===== src/rtl/alu_pkg.sv =====
// Shared ALU constants and types for the sequential subtractor.
package alu_pkg;

    localparam int unsigned WIDTH_DEF   = 64;
    localparam int unsigned SLICE_DEF   = 16;
    localparam int unsigned NSLICES_DEF = WIDTH_DEF / SLICE_DEF;

    typedef enum logic [1:0] {
        IDLE = 2'd0,
        RUN  = 2'd1,
        DONE = 2'd2
    } state_t;

    typedef logic [WIDTH_DEF-1:0] word_t;

endpackage


===== src/rtl/sub_slice.sv =====
// Combinational SLICE-bit subtractor with borrow in/out.
module sub_slice #(
    parameter int unsigned SLICE = 16
) (
    input  logic [SLICE-1:0] x,
    input  logic [SLICE-1:0] y,
    input  logic             bin,
    output logic [SLICE-1:0] d,
    output logic             bout
);

    // The extra top bit of the widened difference is the borrow-out.
    always_comb begin
        {bout, d} = {1'b0, x} - {1'b0, y} - (SLICE+1)'(bin);
    end

endmodule


===== src/rtl/sub_64_bit_seq.sv =====
// Multi-cycle subtractor: D = a - b, one slice per clock, LSB slice first.
module sub_64_bit_seq
    import alu_pkg::*;
#(
    parameter int unsigned WIDTH = WIDTH_DEF,
    parameter int unsigned SLICE = SLICE_DEF
) (
    input  logic             clk,
    input  logic             rst,
    input  logic             start,
    input  logic [WIDTH-1:0] a,
    input  logic [WIDTH-1:0] b,
    output logic             busy,
    output logic             done,
    output logic [WIDTH-1:0] D,
    output logic             B,
    output logic             V,
    output logic             Z
);

    localparam int unsigned NSLICES = WIDTH / SLICE;
    localparam int unsigned IDX_W   = (NSLICES > 1) ? $clog2(NSLICES) : 1;
    localparam logic [IDX_W-1:0] LAST_IDX = IDX_W'(NSLICES - 1);

    state_t state_q, state_d;

    logic [NSLICES-1:0][SLICE-1:0] a_r, b_r, partial_q, d_new;
    logic [IDX_W-1:0]              idx;
    logic                          borrow_r;
    logic                          accept;
    logic                          last;
    logic [SLICE-1:0]              slice_d;
    logic                          slice_bout;

    sub_slice #(.SLICE(SLICE)) u_slice (
        .x    (a_r[idx]),
        .y    (b_r[idx]),
        .bin  (borrow_r),
        .d    (slice_d),
        .bout (slice_bout)
    );

    always_ff @(posedge clk) begin
        if (rst) state_q <= IDLE;
        else     state_q <= state_d;
    end

    // Next state; a start is honoured whenever no slices are in flight.
    always_comb begin
        state_d = state_q;
        accept  = 1'b0;
        last    = 1'b0;
        case (state_q)
            IDLE: begin
                accept = start;
                if (start) state_d = RUN;
            end
            RUN: begin
                last = (idx == LAST_IDX);
                if (last) state_d = DONE;
            end
            DONE: begin
                accept  = start;
                state_d = start ? RUN : IDLE;
            end
            default: state_d = IDLE;
        endcase
    end

    // Full result as it will look once the current slice is written.
    always_comb begin
        d_new      = partial_q;
        d_new[idx] = slice_d;
    end

    always_ff @(posedge clk) begin
        if (rst) begin
            busy      <= 1'b0;
            done      <= 1'b0;
            D         <= '0;
            B         <= 1'b0;
            V         <= 1'b0;
            Z         <= 1'b0;
            a_r       <= '0;
            b_r       <= '0;
            partial_q <= '0;
            idx       <= '0;
            borrow_r  <= 1'b0;
        end else begin
            busy <= (state_d == RUN);
            done <= (state_d == DONE);
            if (accept) begin
                a_r      <= a;
                b_r      <= b;
                idx      <= '0;
                borrow_r <= 1'b0;
            end else if (state_q == RUN) begin
                partial_q[idx] <= slice_d;
                borrow_r       <= slice_bout;
                idx            <= last ? '0 : idx + IDX_W'(1);
                if (last) begin
                    D <= d_new;
                    B <= slice_bout;
                    V <= (a_r[NSLICES-1][SLICE-1] != b_r[NSLICES-1][SLICE-1]) &&
                         (d_new[NSLICES-1][SLICE-1] != a_r[NSLICES-1][SLICE-1]);
                    Z <= (d_new == '0);
                end
            end
        end
    end

endmodule

===== config.mk =====
export PLATFORM = sky130hd
export DESIGN_NAME = sub_64_bit_seq
export DESIGN_NICKNAME = d
export VERILOG_FILES = /design/src/rtl/alu_pkg.sv /design/src/rtl/sub_slice.sv /design/src/rtl/sub_64_bit_seq.sv
export SDC_FILE = /design/constraint.sdc
export NUM_CORES = 1
export LEC_CHECK = 0
export CORE_MARGIN = 3
export CORE_UTILIZATION = 53
export CTS_CLUSTER_SIZE = 8
export DETAILED_ROUTE_END_ITERATION = 10
export GPL_TIMING_DRIVEN = 0
export PLACE_DENSITY = 0.8
export SETUP_SLACK_MARGIN = 0.3
export SYNTH_ARGS = -nofsm -noshare
export SYNTH_HDL_FRONTEND = slang
export SYNTH_HIERARCHICAL = 1
export SYNTH_SLANG_ARGS = --single-unit

===== constraint.sdc =====
create_clock -name clk -period 4.8 [get_ports clk]
set_clock_uncertainty 0.1 [all_clocks]
set_input_delay 0.96 -clock clk [delete_from_list [all_inputs] [get_ports clk]]
set_output_delay 0.96 -clock clk [all_outputs]
set_load 0.005 [all_outputs]

* After elaboration in Yosys (flattened, before gate mapping)
Index checks and enable logic that the tools add are counted.
** Operators by class
- $add $sub $neg :: 3
- Multiplexer cells :: 14
- Reductions and logical operators :: 8
- Order comparisons :: 2
- Bitwise gates (word level) :: 1
- Equality and inequality tests :: 7
** Operator list (number)
- binary-select mux 16 bit (select 2 bit) :: 2
- bitwise mux 64 bit :: 1
- zero test 64 bit :: 1
- 2-to-1 mux 16 bit :: 3
- demux 16 bit (select 2 bit) :: 1
- subtractor 16 x 16 -> 17 bit :: 1
- subtractor 17 x 1 -> 17 bit :: 1
- equality test 2 bit (second input constant) :: 3
- 2-to-1 mux 2 bit :: 3
- one-hot mux 2 bit (3 select lines) :: 1
- equality test 2 x 1 -> 1 bit (second input constant) :: 2
- OR reduction 2 bit :: 2
- < comparator 2 x 3 -> 1 bit (second input constant) :: 1
- 2-to-1 mux 1 bit :: 3
- AND reduction 3 bit :: 1
- adder 2 x 1 -> 2 bit (second input constant) :: 1
- greater-or-equal comparator 2 x 1 -> 1 bit (second input constant) :: 1
- logical AND 1 bit :: 2
- zero test 2 bit :: 1
- != test 1 bit :: 2
- AND reduction 2 bit :: 1
- inverter 1 bit :: 1
** Word-level totals
- Register bits :: 266
- Word-level logic and storage cells :: 56

* Longest topological paths before layout
- Word-level depth :: 7
- Mapped depth :: 19
- Gate-level depth less buffers :: 15

* Modules after synthesis
Netlist, hierarchy kept.
** By module, submodules not included
- sub_64_bit_seq :: sequential area each 5084.9 um^2, cells each 1176, instances 1, area an instance 10167.3 um^2
- sub_slice :: sequential area each 0.0 um^2, cells each 165, instances 1, area an instance 1137.3 um^2

* Worst setup path before layout
OpenSTA, ideal clock, no wires.
- Path type :: reg2reg
- From :: register idx[1]
- To :: register Z
- Period minus slack after synthesis :: 4.180 ns
- Library setup time :: 0.087 ns
- Path slack :: 0.620 ns
- Stages on the path, launching flop included :: 17
- Arrival time :: 3.993 ns
- Path through :: dfxtp_1 clkbuf_1 clkbuf_1 mux4_2 fa_1 fa_1 nor3b_1 o211ai_2 a31o_2 a21oi_1 xnor2_1 buf_2 nor4_2 nand2_1 nor4_2 nand4_1 o31ai_1
** On the way
- Longest elaborated chain between the ends :: 6
- Elaborated cells on any way between the ends :: 16
** RTL lines
- start: declaration :: RTL line sub_64_bit_seq.sv:28 : logic [IDX_W-1:0] idx;
- start signal: assignment :: RTL line sub_64_bit_seq.sv:100 : idx <= last ? '0 : idx + IDX_W'(1);
- binary-select mux 16 bit (select 2 bit), on equally long branches :: RTL line sub_64_bit_seq.sv:36, sub_64_bit_seq.sv:37
- 2-to-1 mux 16 bit, on equally long branches :: RTL line sub_64_bit_seq.sv:36, sub_64_bit_seq.sv:37
- subtractor 16 x 16 -> 17 bit (*) :: RTL line sub_slice.sv:14 : {bout, d} = {1'b0, x} - {1'b0, y} - (SLICE+1)'(bin);
- subtractor 17 x 1 -> 17 bit (*) :: RTL line sub_slice.sv:14
- named net slice_d[10] :: RTL line sub_64_bit_seq.sv:32 : logic [SLICE-1:0] slice_d;
- bitwise mux 64 bit (*) :: RTL line sub_64_bit_seq.sv:73 : d_new[idx] = slice_d;
- zero test 64 bit (*) :: RTL line sub_64_bit_seq.sv:106 : Z <= (d_new == '0);
- end signal: assignment :: RTL line sub_64_bit_seq.sv:106
- end: declaration :: RTL line sub_64_bit_seq.sv:18 : output logic Z
The timed path passes the listed nets; every way through them passes the cells marked *. The select of a mux whose other input is x is not followed.
A chain may end at the register's enable or synchronous reset.

* Final worst setup path
Ends and elaborated chain as after synthesis.

==> impl_metrics.json <==
{
  "cts_buffer_depth": 3,
  "nFillCells": 1616,
  "ys_ff_latch": 254,
  "status": "finished clean",
  "cp.required_ns": 5.13,
  "syn_area_mm2": 0.0113,
  "ant_nets": 0,
  "post-route-period-util": 0.916,
  "reg2regPathDepth": 17,
  "cp_max_fo": 10,
  "via_count": 10420,
  "gp_congestion": 0.949,
  "met3_usage": 0.0481,
  "setup_viol": 0,
  "hold_path.class": "reg -> reg",
  "synth_edf_count": 0,
  "portBuffers": 199,
  "dpl.hpwl_mm": 24.7,
  "cts_inserted_buffers": 37,
  "synth_common_cells": "nand2_1 (420), dfxtp_1 (254), a21oi_1 (199), clkbuf_1 (56), mux2i_1 (51)",
  "cts_tree": "yes",
  "synth_area_leaders": "dfxtp_1 (45%), nand2_1 (14%), a21oi_1 (8.8%)",
  "synth_top_family_by_area": "simple AND/OR/NAND/NOR gates",
  "avgSynthCellArea_um2": 8.43,
  "p_per_area_mw_per_mm2": 412,
  "drv_cap": 0,
  "yosysUniqueCellTypes": 53,
  "cts_root_buf": "clkbuf_16",
  "hp-start": "V",
  "rows": 52,
  "firstDrtPassIters": 7,
  "yosysSeqAreaShare": 0.450,
  "clkLatencyLatePin_ns": 0.52,
  "ir_drop_v": 0.000244,
  "syn_nets": 1508,
  "yosysWarningCount": 6,
  "drc": 0,
  "routed_wl_mm": 33.8,
  "rrSetupSlack_ns": 0.40,
  "gr-usage-met1": 0.348,
  "critPathLaunchType": "flop",
  "coreArea_mm2": 0.0206,
  "yosys.area_share.simple": 0.177,
  "grt_pass1_wl_mm": 53.7,
  "yosys.area.top_type": "dfxtp_1",
  "clock-sinks": 254,
  "busiest_layer": "met2",
  "num_io_pins": 200,
  "cts_hold_buf": 0,
  "ys.flop_type": "dfxtp_1",
  "antenna_found_initial": 0,
  "grt_pass1_vias": 10533,
  "muxShareOfSynthArea": 0.109,
  "total_leakage_power_nw": 5.60,
  "whs_path_depth": 2,
  "die_h_um": 152,
  "grt_max_degree": 11,
  "grt_setup_unrepaired": "false",
  "instances_no_fill": 1853,
  "htree_levels": 2,
  "synthMostInstantiatedCell": "nand2_1",
  "synth_adder_area_share": 0.0412,
  "reg2reg_from": "idx[1]",
  "arrival_ns": 4.73,
  "dieArea_mm2": 0.0231,
  "grt_overflow": 0,
  "area_delta_synth_final_pct": 30.7,
  "finalHoldViolCount": 0,
  "r2r-end": "Z",
  "post_route_cells_drive_above_1_share": 0.0979,
  "total_power_mw": 6.09,
  "initial_core_util": 0.548,
  "die_w_um": 152,
  "num_antenna_cells": 0,
  "drt_iter0_drc": 758,
  "maxSlewHeadroom": 0.519,
  "synth_top_area_frac": 0.450,
  "fin_crit_ns": 4.40,
  "dp.cells": 1810,
  "max_freq_ghz": 0.227,
  "tns_ns": 0,
  "drv_slew": 0,
  "nNetsFinal": 1748,
  "synth-xor-area-share": 0.0124,
  "critical_path_class": "reg -> reg",
  "hold_end": "V",
  "worstMarginPinSlew_ns": 0.722,
  "placement.cell_area_mm2": 0.0136,
  "synth-compound-area-share": 0.150,
  "synthArstFlopShare": 0,
  "grt_util_met2": 0.486,
  "via_per_inst": 5.62,
  "synthCells": 1341,
  "post-route-cell-area_mm2": 0.0148,
  "wire_per_inst_um": 18.2,
  "hold-worst-slack_ns": 0.348,
  "cp-end-kind": "flop",
  "track_usage": 0.283,
  "path_clk_slew_ns": 0.05
}
==> registers in the layout, summed over array words and instances (netlist names), 2 cells and up <==
signal     count
state_q        2
a_r           64
idx            2
b_r           64
partial_q     52
D             64
==> kinds of logic after synthesis <==
group	after synthesis
buf+inv	160
simple gates	487
xor+xnor	16
fa+ha+maj	36
compound gates	305
flops	254
mux	83
==> worst max-delay path by stage <==
stage	from	endpoint	slack, ns	depth (start not counted)
after floorplan	idx[1]	Z	0.62	16
after global placement	idx[1]	Z	-0.16	15
after detailed placement	idx[1]	Z	-0.29	16
after CTS	idx[0]	Z	0.31	18
after global routing	idx[0]	Z	0.27	17
final	idx[1]	Z	0.40	17
==> routing by layer <==
layer	up-vias	routed length [um]
met5	-	0
met4	0	1420
met3	97	2740
met2	517	16400
met1	4822	13300
li1	4984	-
==> area by class of cell <==
cell class	instances	area (um^2)	share of cell area
multi-input combinational	927	5590	0.378
sequential	254	5090	0.344
timing repair buffer	201	2010	0.136
clock buffer	39	965	0.0653
buffer	110	568	0.0385
tap	270	338	0.0229
inverter	50	188	0.0127
clock inverter	2	36.3	0.00246
==> where the power goes <==
part	internal, mW	total, mW	switching [mW]
combinational	0.565	1.51	0.946
clock	1.41	2.30	0.892
sequential	2.21	2.27	0.0621
total	4.19	6.09	1.90
==> layout by cell type, fill, tap and decap left out, drive strengths merged, types with 2 or more instances in the layout <==
cell type,count
o41ai,2
nand3,3
xor2,7
mux4,32
and2,3
nand4,4
a22o,22
clkdlybuf4s50,199
nand2,421
nor4,12
nor2,14
ha,34
nor3,10
dfxtp,254
buf,55
or4,2
xnor2,9
o2111ai,2
o21ai,63
o211ai,3
nor3b,3
fa,2
mux2i,51
nor2b,4
clkbuf,96
a41oi,2
inv,51
nand3b,2
a21o,3
nand2b,5
nor4b,2
a31oi,2
a21oi,200
==> timing repair <==
action | 4_1_cts | 5_1_grt
setup endpoints to repair | 11 | 2
pin swaps | 0 | 5
buffers inserted | 0 | 2
gates resized for setup | 17 | 28
==> worst max-delay path: stages, from the launching register on <==
cell	delay, ns
dfxtp_1	0.36
clkbuf_4	0.23
clkbuf_4	0.26
mux4_2	0.22
inv_1	0.06
fa_1	0.47
fa_2	0.40
nor3b_4	0.25
o211ai_2	0.14
a31o_2	0.27
a21oi_2	0.17
xnor2_2	0.12
buf_4	0.21
nor4_2	0.32
nand2_1	0.13
nor4_2	0.24
nand4_1	0.14
o31ai_1	0.23
==> per-stage QoR <==
| stage | setup WS, ns | utilization |
|---|---|---|
| CTS | 0.305 | 0.712 |
| finish | 0.404 | 0.716 |
| global route | 0.268 | 0.716 |
| detailed placement | -0.288 | 0.661 |
| floorplan | 0.620 | - |
| global placement | -0.164 | 0.661 |
No activity file was read; power rests on OpenSTA's default activity.
